### src/rtl/loader_pkg.sv
// Shared types and sizing for the boot-time program loader.
package loader_pkg;

  typedef enum logic [2:0] {
    IDLE,
    LEN_HI,
    LEN_LO,
    DATA,
    WRITE,
    DONE,
    ERR
  } state_e;

  localparam int unsigned HDR_BYTES      = 2;
  localparam int unsigned BYTES_PER_WORD = 4;
  localparam int unsigned CNT_W          = $clog2(BYTES_PER_WORD);
  localparam int unsigned WORD_W         = 8 * BYTES_PER_WORD;
  localparam int unsigned LEN_W          = 8 * HDR_BYTES;

endpackage

### src/rtl/byte_packer.sv
// Big-endian byte-to-word packer: shift register plus byte-in-word counter.
module byte_packer
  import loader_pkg::*;
(
  input  logic              clk,
  input  logic              pcrst,
  input  logic              shift_en,
  input  logic              clr,
  input  logic [7:0]        byte_in,
  output logic [WORD_W-1:0] word,
  output logic              last_byte
);

  logic [CNT_W-1:0] cnt_q;
  logic [CNT_W-1:0] cnt_d;

  always_comb begin
    cnt_d = cnt_q;
    if (clr) begin
      cnt_d = '0;
    end else if (shift_en) begin
      cnt_d = cnt_q + CNT_W'(1);
    end
  end

  // last_byte flags that the next accepted byte completes the word.
  always_ff @(posedge clk or negedge pcrst) begin
    if (!pcrst) begin
      word      <= '0;
      cnt_q     <= '0;
      last_byte <= 1'b0;
    end else begin
      cnt_q     <= cnt_d;
      last_byte <= (cnt_d == CNT_W'(BYTES_PER_WORD - 1));
      if (shift_en) begin
        word <= {word[WORD_W-9:0], byte_in};
      end
    end
  end

endmodule

### src/rtl/prog_loader.sv
// Loads instruction memory from a length-prefixed byte stream and holds the
// CPU in reset until the image is complete.
module prog_loader
  import loader_pkg::*;
#(
  parameter int unsigned DEPTH_W = 6
) (
  input  logic        clk,
  input  logic        pcrst,
  input  logic        start,
  input  logic        rx_valid,
  input  logic [7:0]  rx_data,
  output logic        rx_ready,
  output logic        im_we,
  output logic [31:0] im_addr,
  output logic [31:0] im_wdata,
  output logic        cpu_rst_n,
  output logic        busy,
  output logic        done,
  output logic        err
);

  localparam int unsigned IDX_W = DEPTH_W + 1;

  state_e           state_q;
  state_e           state_d;
  logic [LEN_W-1:0] len_q;
  logic [LEN_W-1:0] len_d;
  logic [LEN_W-1:0] len_rx;
  logic [IDX_W-1:0] idx_q;
  logic [IDX_W-1:0] idx_d;
  logic             xfer;
  logic             shift_en;
  logic             clr;
  logic             last_byte;

  assign xfer    = rx_valid & rx_ready;
  assign len_rx  = {len_q[LEN_W-1:8], rx_data};
  assign im_addr = 32'({idx_q, 2'b00});

  byte_packer u_packer (
    .clk       (clk),
    .pcrst     (pcrst),
    .shift_en  (shift_en),
    .clr       (clr),
    .byte_in   (rx_data),
    .word      (im_wdata),
    .last_byte (last_byte)
  );

  // Next-state, length and word-index update.
  always_comb begin
    state_d  = state_q;
    len_d    = len_q;
    idx_d    = idx_q;
    shift_en = 1'b0;
    clr      = 1'b0;
    case (state_q)
      IDLE: begin
        if (start) state_d = LEN_HI;
      end
      LEN_HI: begin
        if (xfer) begin
          len_d   = {rx_data, len_q[7:0]};
          state_d = LEN_LO;
        end
      end
      LEN_LO: begin
        if (xfer) begin
          len_d = len_rx;
          if (len_rx == '0) begin
            state_d = DONE;
          end else if (32'(len_rx) > (32'(1) << DEPTH_W)) begin
            state_d = ERR;
          end else begin
            idx_d   = '0;
            clr     = 1'b1;
            state_d = DATA;
          end
        end
      end
      DATA: begin
        if (xfer) begin
          shift_en = 1'b1;
          if (last_byte) state_d = WRITE;
        end
      end
      WRITE: begin
        idx_d = idx_q + IDX_W'(1);
        if (LEN_W'(idx_q) + LEN_W'(1) == len_q) begin
          state_d = DONE;
        end else begin
          state_d = DATA;
        end
      end
      DONE, ERR: begin
        if (start) state_d = LEN_HI;
      end
      default: state_d = IDLE;
    endcase
  end

  // State/counter registers; status outputs are registered decodes of the next state.
  always_ff @(posedge clk or negedge pcrst) begin
    if (!pcrst) begin
      state_q   <= IDLE;
      len_q     <= '0;
      idx_q     <= '0;
      rx_ready  <= 1'b0;
      im_we     <= 1'b0;
      cpu_rst_n <= 1'b0;
      busy      <= 1'b0;
      done      <= 1'b0;
      err       <= 1'b0;
    end else begin
      state_q   <= state_d;
      len_q     <= len_d;
      idx_q     <= idx_d;
      rx_ready  <= (state_d == LEN_HI) || (state_d == LEN_LO) || (state_d == DATA);
      im_we     <= (state_d == WRITE);
      cpu_rst_n <= (state_d == DONE);
      busy      <= (state_d == LEN_HI) || (state_d == LEN_LO) ||
                   (state_d == DATA) || (state_d == WRITE);
      done      <= (state_d == DONE);
      err       <= (state_d == ERR);
    end
  end

endmodule

### config.mk
export PLATFORM = sky130hd
export DESIGN_NAME = prog_loader
export DESIGN_NICKNAME = d
export VERILOG_FILES = /design/src/rtl/loader_pkg.sv /design/src/rtl/byte_packer.sv /design/src/rtl/prog_loader.sv
export SDC_FILE = /design/constraint.sdc
export NUM_CORES = 1
export LEC_CHECK = 0
export CAP_MARGIN = 20
export CORE_MARGIN = 2
export CORE_UTILIZATION = 50
export CTS_CLUSTER_DIAMETER = 120
export DETAILED_ROUTE_END_ITERATION = 6
export MAX_ROUTING_LAYER = met4
export PLACE_DENSITY = 0.81
export SLEW_MARGIN = 20
export SYNTH_ARGS = -nofsm -noshare
export SYNTH_HDL_FRONTEND = slang
export SYNTH_HIERARCHICAL = 1
export SYNTH_SLANG_ARGS = --single-unit
### constraint.sdc
create_clock -name clk -period 4.37 [get_ports clk]
set_input_delay 0.874 -clock clk [delete_from_list [all_inputs] [get_ports clk]]
set_output_delay 0.874 -clock clk [all_outputs]
set_load 0.05 [all_outputs]
==> out/metrics.yaml, run 1 <==
detailed_routing:
  totalWireLength_mm: 6.274
  dr.pass1.iters: 4
  drtIter0Drc: 111
  routed_via_density: 5.104
  drtAntennaViolNets: 0
  wl_per_cell_um: 15.19
  post-route-drc-count: 0
  num_vias: 2108
grt:
  grt_pass1_wl_mm: 10.45
  track_usage: 0.1921
  grt_antenna_before_repair: 0
  grt_pass1_vias: 2094
  grt_max_degree: 47
  grt_overflow_total: 0
cts:
  clk_pin_slew_ns: 0.07
  h-tree-depth: 3
  cts_sinks: 66
  cts_tree: "yes"
  clockRootBuffer: "clkbuf_8"
  clk_path_buf_depth: 2
  hold_buffers: 0
  cts.repair.resized: 0
  cts_buffers: 9
  insertion_delay_ns: 0.34
  cts_setup_buffers: 0
floorplan:
  io_pins: 82
  die_w_um: 84.93
  start_util: 0.5157
  die_h_um: 84.93
  std_cell_rows: 29
  die-area_mm2: 0.007212
  design.core.area_mm2: 0.006350
sta:
  relSlewSlack: 0.2927
  skew_ns: 0.007234
  hold_viol_final: 0
  tns_ns: 0
  slew_violations: 0
  setup_viol: 0
  rsz0062_at_grt: "no"
  finalCritPeriodShare: 0.6225
  fmax_mhz: 367.6
  fin_crit_ns: 2.720
  tightest_slew_ns: 1.061
  hold_slack_ns: 0.4831
synth:
  ys_types: 46
  syn_avg_cell_area_um2: 11.95
  postSynthCellCount: 274
  synth_area_mm2: 0.003274
  ys_warn_count: 6
  synth_edf_count: 0
  synthTopCellsByArea: "dfrtp_1, mux2_4, buf_4, mux2_2, nand2_1"
  synth_flop_cell: "dfrtp_1"
  async_reset_ff_frac: 1.000
  synth-seq-cells: 66
  yosysSeqAreaShare: 0.5044
  yosysTopAreaCell: "dfrtp_1"
  synth.most_common_cell: "dfrtp_1"
  synth.top_cells.by_count: "dfrtp_1, nand2_1, mux2_4, buf_4, o21ai_0"
  yosysTopAreaCellShare: 0.5044
cells_and_area:
  fin_nets: 344
  antennaDiodeCount: 0
  drive_above_1_share: 0.2024
  area_growth_pct: 19.53
worst_setup_path:
  startpoint_type: "primary input"
  cp.required_ns: 4.60
  end_kind: "flip-flop"
  path_max_fanout: 34
  critical_path_class: "primary input to flip-flop"
  critical_path_arrival_ns: 2.95
power:
  ir_worst_vdd_v: 0.0005460
  leakagePower_nw: 1.743
  p_per_area_mw_per_mm2: 906.6
run:
  drv_cap: 0
status:
  outcome: "completed"
placed_design:
  dp_hpwl_mm: 4.541
  gp_congestion: 0.8291
  io_buffer_count: 56
min_path:
  hold_class: "flip-flop to flip-flop"
logic make-up after synthesis:
kind of cell,Yosys count,synth area share
simple gates,80,0.1280
mux,42,0.1758
xor+xnor,14,0.03745
compound gates,31,0.05771
other cells,1,0.001145
flops,66,0.5044
buf+inv,39,0.09171
fa+ha+maj,1,0.003821
worst paths after layout:
path                            cells past startpoint       start           endpoint  slack [ns]
min in group asynchronous                           1       pcrst  u_packer/word[27]        0.53
worst min-delay path                                2   len_q[11]          len_q[11]        0.48
worst max-delay path                                5    rx_valid  u_packer/word[22]        1.65
max in group asynchronous                           2       pcrst               busy        3.13
worst min register to register                      2   len_q[11]          len_q[11]        0.48
worst max register to register                      6  state_q[1]           idx_q[5]        1.99
final cells by class:
| class | instances | area (µm²) |
|---|---|---|
| Tap cell | 77 | 96.34 |
| Fill cell | 509 | 2436 |
| Multi-Input combinational cell | 193 | 1414 |
| Clock inverter | 5 | 30.03 |
| Clock buffer | 11 | 141.4 |
| Inverter | 4 | 15.01 |
| Sequential cell | 66 | 1652 |
| Timing Repair Buffer | 57 | 565.5 |
state kept, by name (all words and copies together), names as in the netlist:
register            cells
u_packer/word          32
u_packer/last_byte      1
rx_ready                1
err                     1
u_packer/cnt_q          2
idx_q                   7
done                    1
len_q                  16
busy                    1
state_q                 3
im_we                   1
metrics by stage:
step | std cells | total power (W) | utilization | cell area (µm²) | worst slack [ns]
4_1_cts | 413 | 0.003575 | 0.6160 | 3911 | 1.650
3_5_place_dp | 397 | 0.003110 | 0.5890 | 3740 | 1.292
6_report | 413 | 0.003548 | 0.6164 | 3914 | 1.650
5_1_grt | 413 | 0.003742 | 0.6164 | 3914 | 1.505
2_1_floorplan | 298 | 0.002578 | - | 3364 | 2.062
3_3_place_gp | 397 | 0.003067 | 0.5890 | 3740 | 1.353
per-layer routing:
metal / GRT usage / routed length, µm / vias to the layer above
met5: - / 0 / -
met4: 0.07648 / 107 / 0
met3: 0.04280 / 306 / 8
met2: 0.2835 / 2946 / 73
met1: 0.2597 / 2914 / 1012
li1: - / - / 1015
critical path, stage by stage:
cell and delay, ns:
clkdlybuf4s50_1 0.48, nand2_1 0.14, nor2_1 0.16, and2_2 0.87
mux2_2 0.42
cell usage in the layout (no fill, tap or decap), types with 2 or more instances in the layout:
master,n
dfrtp_1,66
clkdlybuf4s50_1,55
nand2_1,30
mux2_4,28
conb_1,25
o21ai_0,15
nor2_1,14
mux2_2,12
clkbuf_8,10
xnor2_1,8
xor2_1,6
nand3_1,5
nor4_1,5
inv_1,4
o21ai_1,4
nor3_1,3
or2_2,3
nand3b_1,3
nand2b_1,3
clkinv_2,3
or4_1,2
mux2i_1,2
and2_1,2
clkinvlp_4,2
buf_4,2
power by group:
| part | total (W) | switching, W | internal [W] | leakage [nW] |
|---|---|---|---|---|
| logic | 0.00193 | 0.00115 | 0.000783 | 0.834 |
| clock network | 0.000452 | 0.000234 | 0.000218 | 0.0851 |
| registers | 0.00116 | 0.000263 | 0.000899 | 0.824 |
(Power assumes the default switching activity.)
==> inputs of run 2 (changes only) <==
- CORE_UTILIZATION: 50 -> 49
- PLACE_DENSITY: 0.81 -> 0.8
- clock period: 4.37 -> 2.8 ns (I/O delays scaled with it)
==> out/metrics.yaml, run 2 (synthesized netlist as in run 1, its figures left out) <==
detailed_routing:
  drtAntennaViolNets: 0
  post-route-drc-count: 6
  routed_via_density: 5.146
  drtIter0Drc: 134
  dr.pass1.iters: 7
  num_vias: 2146
  totalWireLength_mm: 6.156
  wl_per_cell_um: 14.76
power:
  switchingPower_w: 0.002582
  power_frac_seq: 0.321
  p_comb_frac: 0.537
  p_int_w: 0.003056
  p_per_area_mw_per_mm2: 1410
  leakagePower_nw: 1.790
  switching_share: 0.4580
  ir_worst_vdd_v: 0.0006202
  clkPwrFrac: 0.142
cells_and_area:
  largestRegisters: "u_packer/word (32), len_q (16), idx_q (7)"
  area_growth_pct: 22.09
  final_common_cell: "dfrtp_1"
  fillers: 496
  drive_above_1_share: 0.2147
  antennaDiodeCount: 0
  largest_reg_flops: 32
  mostFrequentLayoutCells: "dfrtp_1, clkdlybuf4s50_1, nand2_1"
  top_register: "u_packer/word"
  fin_nets: 348
sta:
  slew_violations: 0
  setup_viol: 0
  rsz0062_at_grt: "no"
  relSlewSlack: 0.5404
  tns_ns: 0
  tightest_slew_ns: 0.6894
  hold_viol_final: 0
  hold_slack_ns: 0.2580
  fin_crit_ns: 2.369
  finalCritPeriodShare: 0.8460
  fmax_mhz: 422.2
  skew_ns: 0.01115
cts:
  cts_buffers: 9
  clockRootBuffer: "clkbuf_8"
  insertion_delay_ns: 0.34
  cts_tree: "yes"
  hold_buffers: 0
  cts_sinks: 66
  clk_path_buf_depth: 2
  cts_setup_buffers: 0
  cts.repair.resized: 0
  h-tree-depth: 3
  clk_pin_slew_ns: 0.07
min_path:
  hold_class: "primary input to async pin"
worst_setup_path:
  critical_path_class: "flip-flop to flip-flop"
  path_max_fanout: 11
  r2r_cells: 6
  startpoint_type: "flip-flop"
  cp.required_ns: 3.02
  worstSetupStartpoint: "state_q[1]"
  end_kind: "flip-flop"
  r2r_slack_ns: 0.43
  r2r-start: "state_q[1]"
  critical_path_arrival_ns: 2.59
  r2r-end: "idx_q[5]"
  crit_end: "idx_q[5]"
run:
  drv_cap: 0
placed_design:
  dp_hpwl_mm: 4.604
  gp_congestion: 0.8220
  io_buffer_count: 56
grt:
  track_usage: 0.1846
  grt_overflow_total: 0
  grt_pass1_vias: 2110
  grt_pass1_wl_mm: 10.16
  grt_max_degree: 38
  grt_antenna_before_repair: 0
floorplan:
  std_cell_rows: 29
  die_w_um: 85.75
  io_pins: 82
  design.core.area_mm2: 0.006422
  start_util: 0.5098
  die-area_mm2: 0.007352
  die_h_um: 85.75
status:
  violations: "design-rule violations"
  outcome: "complete, but fails checks"
## run 2: worst max-delay path, cell delays in order, from the launching register on
cell and delay (ns):
dfrtp_1 0.51, or3b_2 0.61, or2_2 0.36, nor4_4 0.40
nor2_2 0.12, o21ai_1 0.15, o21ai_0 0.09
## run 2: final cells by class
cell class / instances / area (µm²) / share of cell area
Tap cell: 77 / 96.34 / 0.02410
Sequential cell: 66 / 1652 / 0.4131
Multi-Input combinational cell: 193 / 1414 / 0.3537
Clock inverter: 7 / 78.83 / 0.01972
Timing Repair Buffer: 61 / 618.1 / 0.1546
Inverter: 4 / 15.01 / 0.003756
Clock buffer: 9 / 123.9 / 0.03099
## run 2: worst min path at each step
stage / start / cells past startpoint / slack, ns / to
after floorplan: pcrst / 0 / 0.26 / busy
after global placement: len_q[11] / 2 / 0.46 / len_q[11]
after detailed placement: len_q[11] / 2 / 0.47 / len_q[11]
after CTS: pcrst / 1 / 0.27 / u_packer/word[8]
after global routing: pcrst / 1 / 0.28 / u_packer/word[25]
final: pcrst / 1 / 0.26 / u_packer/word[25]
## run 2: power groups by stage
stage,Sequential (W),Clock (W),Combinational (W)
2_1_floorplan,0.00273,0,0.00129
4_1_cts,0.00182,0.000819,0.00305
5_1_grt,0.00188,0.000873,0.00319
3_5_place_dp,0.00183,0,0.00304
3_3_place_gp,0.00181,0,0.00299
6_report,0.00181,0.000800,0.00303
## run 2: stage by stage
stage               cell area, µm²  worst slack, ns  utilization  std cells  power, W
floorplan                     3364           0.4921            -        298  0.004024
global placement              3795           0.3361       0.5909        401  0.004794
finish                        3998           0.4312       0.6224        417  0.005637
global route                  3998           0.2260       0.6224        417  0.005946
CTS                           3998           0.4172       0.6224        417  0.005686
detailed placement            3795           0.2432       0.5909        401  0.004873
## run 2: routing by layer
layer | vias up | track usage | part of all wire
li1 | 1016 | - | -
met5 | - | - | 0
met2 | 68 | 0.2855 | 0.48
met4 | 0 | 0.06205 | 0.017
met1 | 1051 | 0.2291 | 0.44
met3 | 11 | 0.06160 | 0.063
